===== src/rtl/qpsk_nibble_unpack.sv =====
// QPSK nibble unpacker: one packed 32-bit word in, four sc16 samples out.
// Each lane byte carries a 4-bit I and 4-bit Q code expanded to 16 bits.
module qpsk_nibble_unpack #(
    parameter logic ROUND_MID = 1'b0,
    parameter logic LAST_MODE = 1'b0
) (
    input  logic        clk,
    input  logic        reset_n,
    input  logic [31:0] i_tdata,
    input  logic        i_tlast,
    input  logic        i_tvalid,
    output logic        i_tready,
    output logic [31:0] o_tdata,
    output logic        o_tlast,
    output logic        o_tvalid,
    input  logic        o_tready
);

    localparam logic       S_EMPTY = 1'b0;
    localparam logic       S_EMIT  = 1'b1;
    localparam logic [8:0] FILL    = ROUND_MID ? 9'h100 : 9'h000;

    logic        r_state;
    logic [1:0]  r_cnt;
    logic [31:0] r_word;
    logic        r_last;
    logic [31:0] r_odata;
    logic        r_olast;

    logic        w_ready;
    logic        w_accept;
    logic        w_adv;
    logic [1:0]  w_cnt_nxt;
    logic        w_olast_nxt;

    function automatic logic [15:0] f_exp(input logic [3:0] n);
        f_exp = {{4{n[3]}}, n[2:0], FILL};
    endfunction

    function automatic logic [31:0] f_samp(input logic [7:0] b);
        f_samp = {f_exp(b[7:4]), f_exp(b[3:0])};
    endfunction

    // Lane order mirrors the packer: [23:16], [31:24], [7:0], [15:8]
    function automatic logic [7:0] f_lane(
        input logic [31:0] w,
        input logic [1:0]  c
    );
        case (c)
            2'd0:    f_lane = w[23:16];
            2'd1:    f_lane = w[31:24];
            2'd2:    f_lane = w[7:0];
            default: f_lane = w[15:8];
        endcase
    endfunction

    assign w_ready     = (r_state == S_EMPTY) | ((r_cnt == 2'd3) & o_tready);
    assign w_accept    = i_tvalid & w_ready;
    assign w_adv       = (r_state == S_EMIT) & o_tready;
    assign w_cnt_nxt   = r_cnt + 2'd1;
    assign w_olast_nxt = (w_cnt_nxt == 2'd3) & (LAST_MODE | r_last);

    always_ff @(posedge clk) begin
        if (!reset_n) begin
            r_state <= S_EMPTY;
            r_cnt   <= 2'd0;
            r_word  <= 32'd0;
            r_last  <= 1'b0;
            r_odata <= 32'd0;
            r_olast <= 1'b0;
        end else if (w_accept) begin
            r_state <= S_EMIT;
            r_cnt   <= 2'd0;
            r_word  <= i_tdata;
            r_last  <= i_tlast;
            r_odata <= f_samp(i_tdata[23:16]);
            r_olast <= 1'b0;
        end else if (w_adv) begin
            if (r_cnt == 2'd3) begin
                r_state <= S_EMPTY;
                r_cnt   <= 2'd0;
                r_olast <= 1'b0;
            end else begin
                r_cnt   <= w_cnt_nxt;
                r_odata <= f_samp(f_lane(r_word, w_cnt_nxt));
                r_olast <= w_olast_nxt;
            end
        end
    end

    assign i_tready = w_ready;
    assign o_tdata  = r_odata;
    assign o_tlast  = r_olast;
    assign o_tvalid = r_state;

endmodule


===== config.mk =====
export PLATFORM = sky130hd
export DESIGN_NAME = qpsk_nibble_unpack
export DESIGN_NICKNAME = d
export VERILOG_FILES = /design/src/rtl/qpsk_nibble_unpack.sv
export SDC_FILE = /design/constraint.sdc
export NUM_CORES = 1
export LEC_CHECK = 0
export CAP_MARGIN = 30
export CORE_UTILIZATION = 43
export DETAILED_ROUTE_END_ITERATION = 8
export PLACE_DENSITY = 0.79
export SYNTH_ARGS = -nofsm -noshare
export SYNTH_HDL_FRONTEND = slang
export SYNTH_SLANG_ARGS = --single-unit
export TNS_END_PERCENT = 1

===== constraint.sdc =====
create_clock -name clk -period 2 [get_ports clk]
set_input_delay 0.4 -clock clk [delete_from_list [all_inputs] [get_ports clk]]
set_output_delay 0.4 -clock clk [all_outputs]
set_load 0.005 [all_outputs]

==> summary.txt <==
Worst setup path
  • CP Capture Type: output pin
  • Slowest cell on crit path: dfxtp_1
  • CP arrival: 1.52 ns
  • Reg2reg start: r_cnt[0]
  • Delay-heaviest family, CP: buffers and inverters
  • Worst path required time: 1.60 ns
  • RR Endpoint: o_tdata[9]
  • Crit path launch type: flip-flop
  • Reg-to-reg slack, setup: 0.34 ns
  • CP max FO: 8
  • Worst Path Buf+Inv: 2
  • Reg2Reg Depth: 5
  • CP max stage delay: 0.47 ns
  • Critical path type: flip-flop to output pin
  • Worst-path cell chain: a21boi_4 > inv_2 > clkdlybuf4s50_1

Synthesis
  • Post-Syn Area per Cell: 8.72 sq um
  • Post-synth EDFFs: 0
  • YS warnings: 0
  • Commonest cells post-synth: dfxtp_1, o21ai_0, nand3_1, a21boi_0, buf_4
  • Top cells by area, synth: dfxtp_1, a21boi_0, buf_4, o21ai_0, nand3_1
  • Async SR Flop Fraction: 0
  • Cell Area, Synth: 1890 sq um
  • Most used DFF post-synth: dfxtp_1
  • Share of the synthesized area in the top cell type: 0.392
  • Synthesis-stage register bit count: 37
  • Largest area contributor in the netlist: dfxtp_1
  • Post-synth cell types: 28
  • Post-synthesis sequential area ratio: 0.392
  • Post-synthesis cell count: 217
  • Top-count cell post-synth: dfxtp_1

Cells and area
  • Layout cell share with drive strength beyond 1: 0.0811
  • Area of the multi-input gates: 946 sq um
  • FF+latch area: 743 sq um
  • Layout fillers: 367
  • Finished Layout Cells: 309
  • Synth-to-layout area growth: 29.6%
  • Antenna cells: 0
  • Final nets: 299

Power
  • Part of the power in registers: 0.510
  • NetSw: 396 uW
  • Combinational Power Share: 0.173
  • Leakage power: 0.000922 uW
  • Clock Power Share: 0.317
  • Design Power: 1580 uW
  • P_int: 1180 uW
  • Sw Ratio: 0.251
  • Maximum vdd drop: 0.000264 V
  • PD cells: 645 nW/um^2

Drt
  • Avg WL per Cell: 13.5 um
  • Final ANT Viol Nets: 0
  • Drt first pass iters: 4
  • Vias/cell: 5.31
  • Iter 0 DRT Violations: 85
  • DRC: 0
  • Total number of vias: 1640
  • Routed WL: 4.16 mm

Clock network
  • CTS tree: built
  • # H-tree levels: 2
  • Clk slew on worst S/H paths: 0.07 ns
  • Maximum clock path buffer count: 2
  • Clock sink count: 37
  • Root Driver: clkbuf_8
  • Clock insertion delay at the later pin of the skew report: 0.29 ns
  • Clock buffer count from CTS: 5
  • Post-CTS Setup Repair Bufs: 0

Worst hold path
  • Worst Hold End: r_word[24]
  • Min-delay worst type: flip-flop to flip-flop
  • Hold path startpoint: r_word[24]
  • Hold depth: 2

Timing
  • Final setup TNS: 0 ns
  • RSZ-0062 raised after global routing: false
  • Fin crit share: 0.961
  • Fmax: 520 MHz
  • Setup ws final: 0.0776 ns
  • Slew @ Worst Pin: 0.585 ns
  • Slew Viols, Final: 0
  • Hold Slack: 0.482 ns
  • Slew HR: 0.610
  • Final hold vios: 0
  • Tmin final: 1.92 ns
  • Clock skew: 0.00699 ns
  • # setup viols final: 0

Floorplanning
  • Site Rows: 23
  • Die Width: 68.3 um
  • Ports: 72
  • Die span in y: 68.3 um
  • Core Area: 4120 sq um
  • Initial Util: 0.460
  • DIE AREA: 4670 sq um

Global route
  • Global-route usage over all layers: 0.196
  • First-pass GRT wire length: 6.70 mm
  • Initial antenna violation count: 0
  • Number of global-route vias before repair: 1460
  • Largest net degree at the start of global routing: 27
  • Total global routing overflow: 0

Placed design
  • GPL Wtd Cong: 0.790
  • # placed instances: 301
  • Port Buf Inserts: 53
  • HPWL after DPL: 3.16 mm
  • DP Worst Slack: 0.0201 ns

Run
  • Maxcap violations: 0

Status
  • Status: finished, final reports clean
==> metal layers <==
metal | vias up | wire [um] | global-route usage
met5 | - | 0 | 0
met4 | 0 | 62 | 0.0781
met3 | 9 | 327 | 0.0433
met2 | 68 | 1820 | 0.306
met1 | 744 | 1950 | 0.258
li1 | 819 | - | -
==> sequential cells by signal, summed over array words and instances, names as in the netlist <==
name	cells
o_tdata	8
o_tlast	1
o_tvalid	1
r_cnt	2
r_last	1
r_word	24
==> cells in the final DEF (no fill, tap or decap), types with 3 or more instances in the layout <==
cell type         n
and3_1            3
nor3_1            8
a21boi_0         24
nor2b_1          10
nand3_1          25
dfxtp_1          35
clkdlybuf4s50_1  52
a21boi_1          3
ha_1              3
a221o_1           8
inv_1             3
conb_1           18
o21ai_0          26
buf_4             9
clkbuf_8          5
a221oi_1          8
==> stage by stage <==
step / utilization / instance area (sq um)
after floorplan: - / 1960
after global placement: 0.571 / 2350
after detailed placement: 0.571 / 2350
after CTS: 0.594 / 2450
after global routing: 0.596 / 2450
final: 0.596 / 2450
==> how the worst max path moves through the flow <==
stage / start / end / slack (ns) / cells after the start
5_1_grt: o_tvalid / i_tready / 0.02 / 3
3_3_place_gp: o_tready / i_tready / 0.02 / 4
4_1_cts: r_cnt[0] / i_tready / 0.004 / 4
3_5_place_dp: o_tready / i_tready / 0.02 / 4
2_1_floorplan: r_cnt[0] / o_tdata[10] / 0.36 / 6
6_report: o_tvalid / i_tready / 0.08 / 3
==> layout make-up <==
type / count / area share
multi-input combinational: 148 / 0.386
clock buffer: 7 / 0.0311
inverter: 4 / 0.00613
tap: 50 / 0.0255
timing repair buffer: 62 / 0.245
clock inverter: 1 / 0.00306
sequential: 37 / 0.303
==> what timing repair did <==
item / 4_1_cts / 5_1_grt
setup endpoints to repair: 1 / 1
hold buffers: 0 / 0
resized for setup: 2 / 3
==> power groups by stage <==
stage / logic (uW) / clock network [uW] / registers [uW]
global placement: 270 / 0 / 819
finish: 273 / 501 / 806
CTS: 274 / 513 / 805
detailed placement: 273 / 0 / 822
global route: 307 / 544 / 810
floorplan: 164 / 0 / 815
==> tightest hold or removal path, cell delays in order (launching register included) <==
cell	delay, ns
dfxtp_1	0.31
o21ai_0	0.07
a21boi_1	0.06
==> kinds of logic (layout without fill, tap and decap cells) <==
group / count (synthesis) / in the layout / synth area share
AO/OA/AOI/OAI: 72 / 72 / 0.274
adder cells (fa/ha/maj): 4 / 4 / 0.0265
buffers and inverters: 49 / 74 / 0.149
flip-flops: 37 / 37 / 0.392
multiplexers: 1 / 1 / 0.00595
other: 1 / 18 / 0.00198
AND/OR/NAND/NOR: 53 / 53 / 0.151
No activity file was read; power rests on OpenSTA's default activity.
==> patch, RTL diff (config.mk and constraints unchanged) <==
`ROUND_MID`: 1'b0 -> 1'b1.
--- a/src/rtl/qpsk_nibble_unpack.sv
+++ b/src/rtl/qpsk_nibble_unpack.sv
@@ -2,5 +2,5 @@
 // Each lane byte carries a 4-bit I and 4-bit Q code expanded to 16 bits.
 module qpsk_nibble_unpack #(
-    parameter logic ROUND_MID = 1'b0,
+    parameter logic ROUND_MID = 1'b1,
     parameter logic LAST_MODE = 1'b0
 ) (
Function: changed (a bounded check fails within 4 cycles, from zero or initial values and one cycle with reset_n low).
==> patch against the unedited design <==
Worst hold slack worse by 0.0013 ns; design area increased by 1.6%; largest cell class unchanged; total power grew 1.2%; area after synthesis increased by 1.7%; register-to-register slack improved by 0.05 ns; wire length is 6.4% higher; sequential cell count increased by 1; utilization is 0.52 points higher; setup slack worse by 0.032 ns.
==> patch: results <==
power_and_ir_drop:
  p_leak_uw: 0.000924
  ir_drop_v: 0.000411
critical_path:
  cp_max_fo: 2
final_layout:
  clk_share_pct: 3.07
  multi_input_area_share_pct: 38.4
  final.fill_count: 385
  nonClockBufferCount: 64
  multi_input_area_um2: 956
  seq_cells: 38
  buffer_area_share_pct: 24.8
floorplanning:
  die_w_um: 68.9
synthesis:
  synth_common_cells: "dfxtp_1 (38), a21boi_0 (27), o21ai_0 (26), nand3_1 (25), buf_4 (23)"
  yosys-top-cells-area: "dfxtp_1 (40%), a21boi_0 (11%), buf_4 (9.0%)"
  synth_compound_area_share_pct: 27.7
  yosysUniqueCellTypes: 31
  syn_area_per_cell_um2: 8.78
  ys_seq_area_share_pct: 39.6
  synthAdderAreaFrac_pct: 2.60
placed_design:
  dp.cells: 304
  dp_hpwl_mm: 3.24
  io_buffers: 55
  place_ws_ns: 0.0271
routing:
  wl_mm: 4.43
  wl_met3_um: 303
  routedWlPerCell_um: 14.2
  wl_met1_mm: 2.02
  drtIter0Drc: 98
global_route:
  groute.layer.met2.usage_pct: 32.6
  groute.layer.met1.usage_pct: 25.6
  grt.total_usage_pct: 19.9
  grt_max_degree: 28
  use_met3_pct: 5.76
outcome:
  run_status: "finished clean"
sta:
  slew_headroom_pct: 55.3
patch: path summary, 6_finish.rpt:
path / start / endpoint / slack (ns) / cells after the start
max: o_tready / i_tready / 0.05 / 4
min: r_word[29]$_SDFFE_PN0P_ / r_word[29]$_SDFFE_PN0P_ / 0.48 / 2
max reg2reg: r_cnt[1]$_SDFFE_PP0P_ / o_tdata[15]$_SDFFE_PN0P_ / 0.39 / 5
min reg2reg: r_word[29]$_SDFFE_PN0P_ / r_word[29]$_SDFFE_PN0P_ / 0.48 / 2
patch: critical path, stage by stage:
cell and delay (ns):
clkdlybuf4s50_1 0.53, a21boi_4 0.08, inv_2 0.06, clkdlybuf4s50_1 0.49
patch: power breakdown:
part	total, µW	leakage (µW)	switching (µW)	internal (µW)
Combinational	286	0.000573	120	166
Clock	483	0.0000383	244	240
Sequential	830	0.000312	28.8	801
Total	1600	0.000924	392	1210
patch: what timing repair did:
action,4_1_cts,5_1_grt
setup endpoints to repair,1,1
gates resized for setup,1,2
setup buffers,0,0
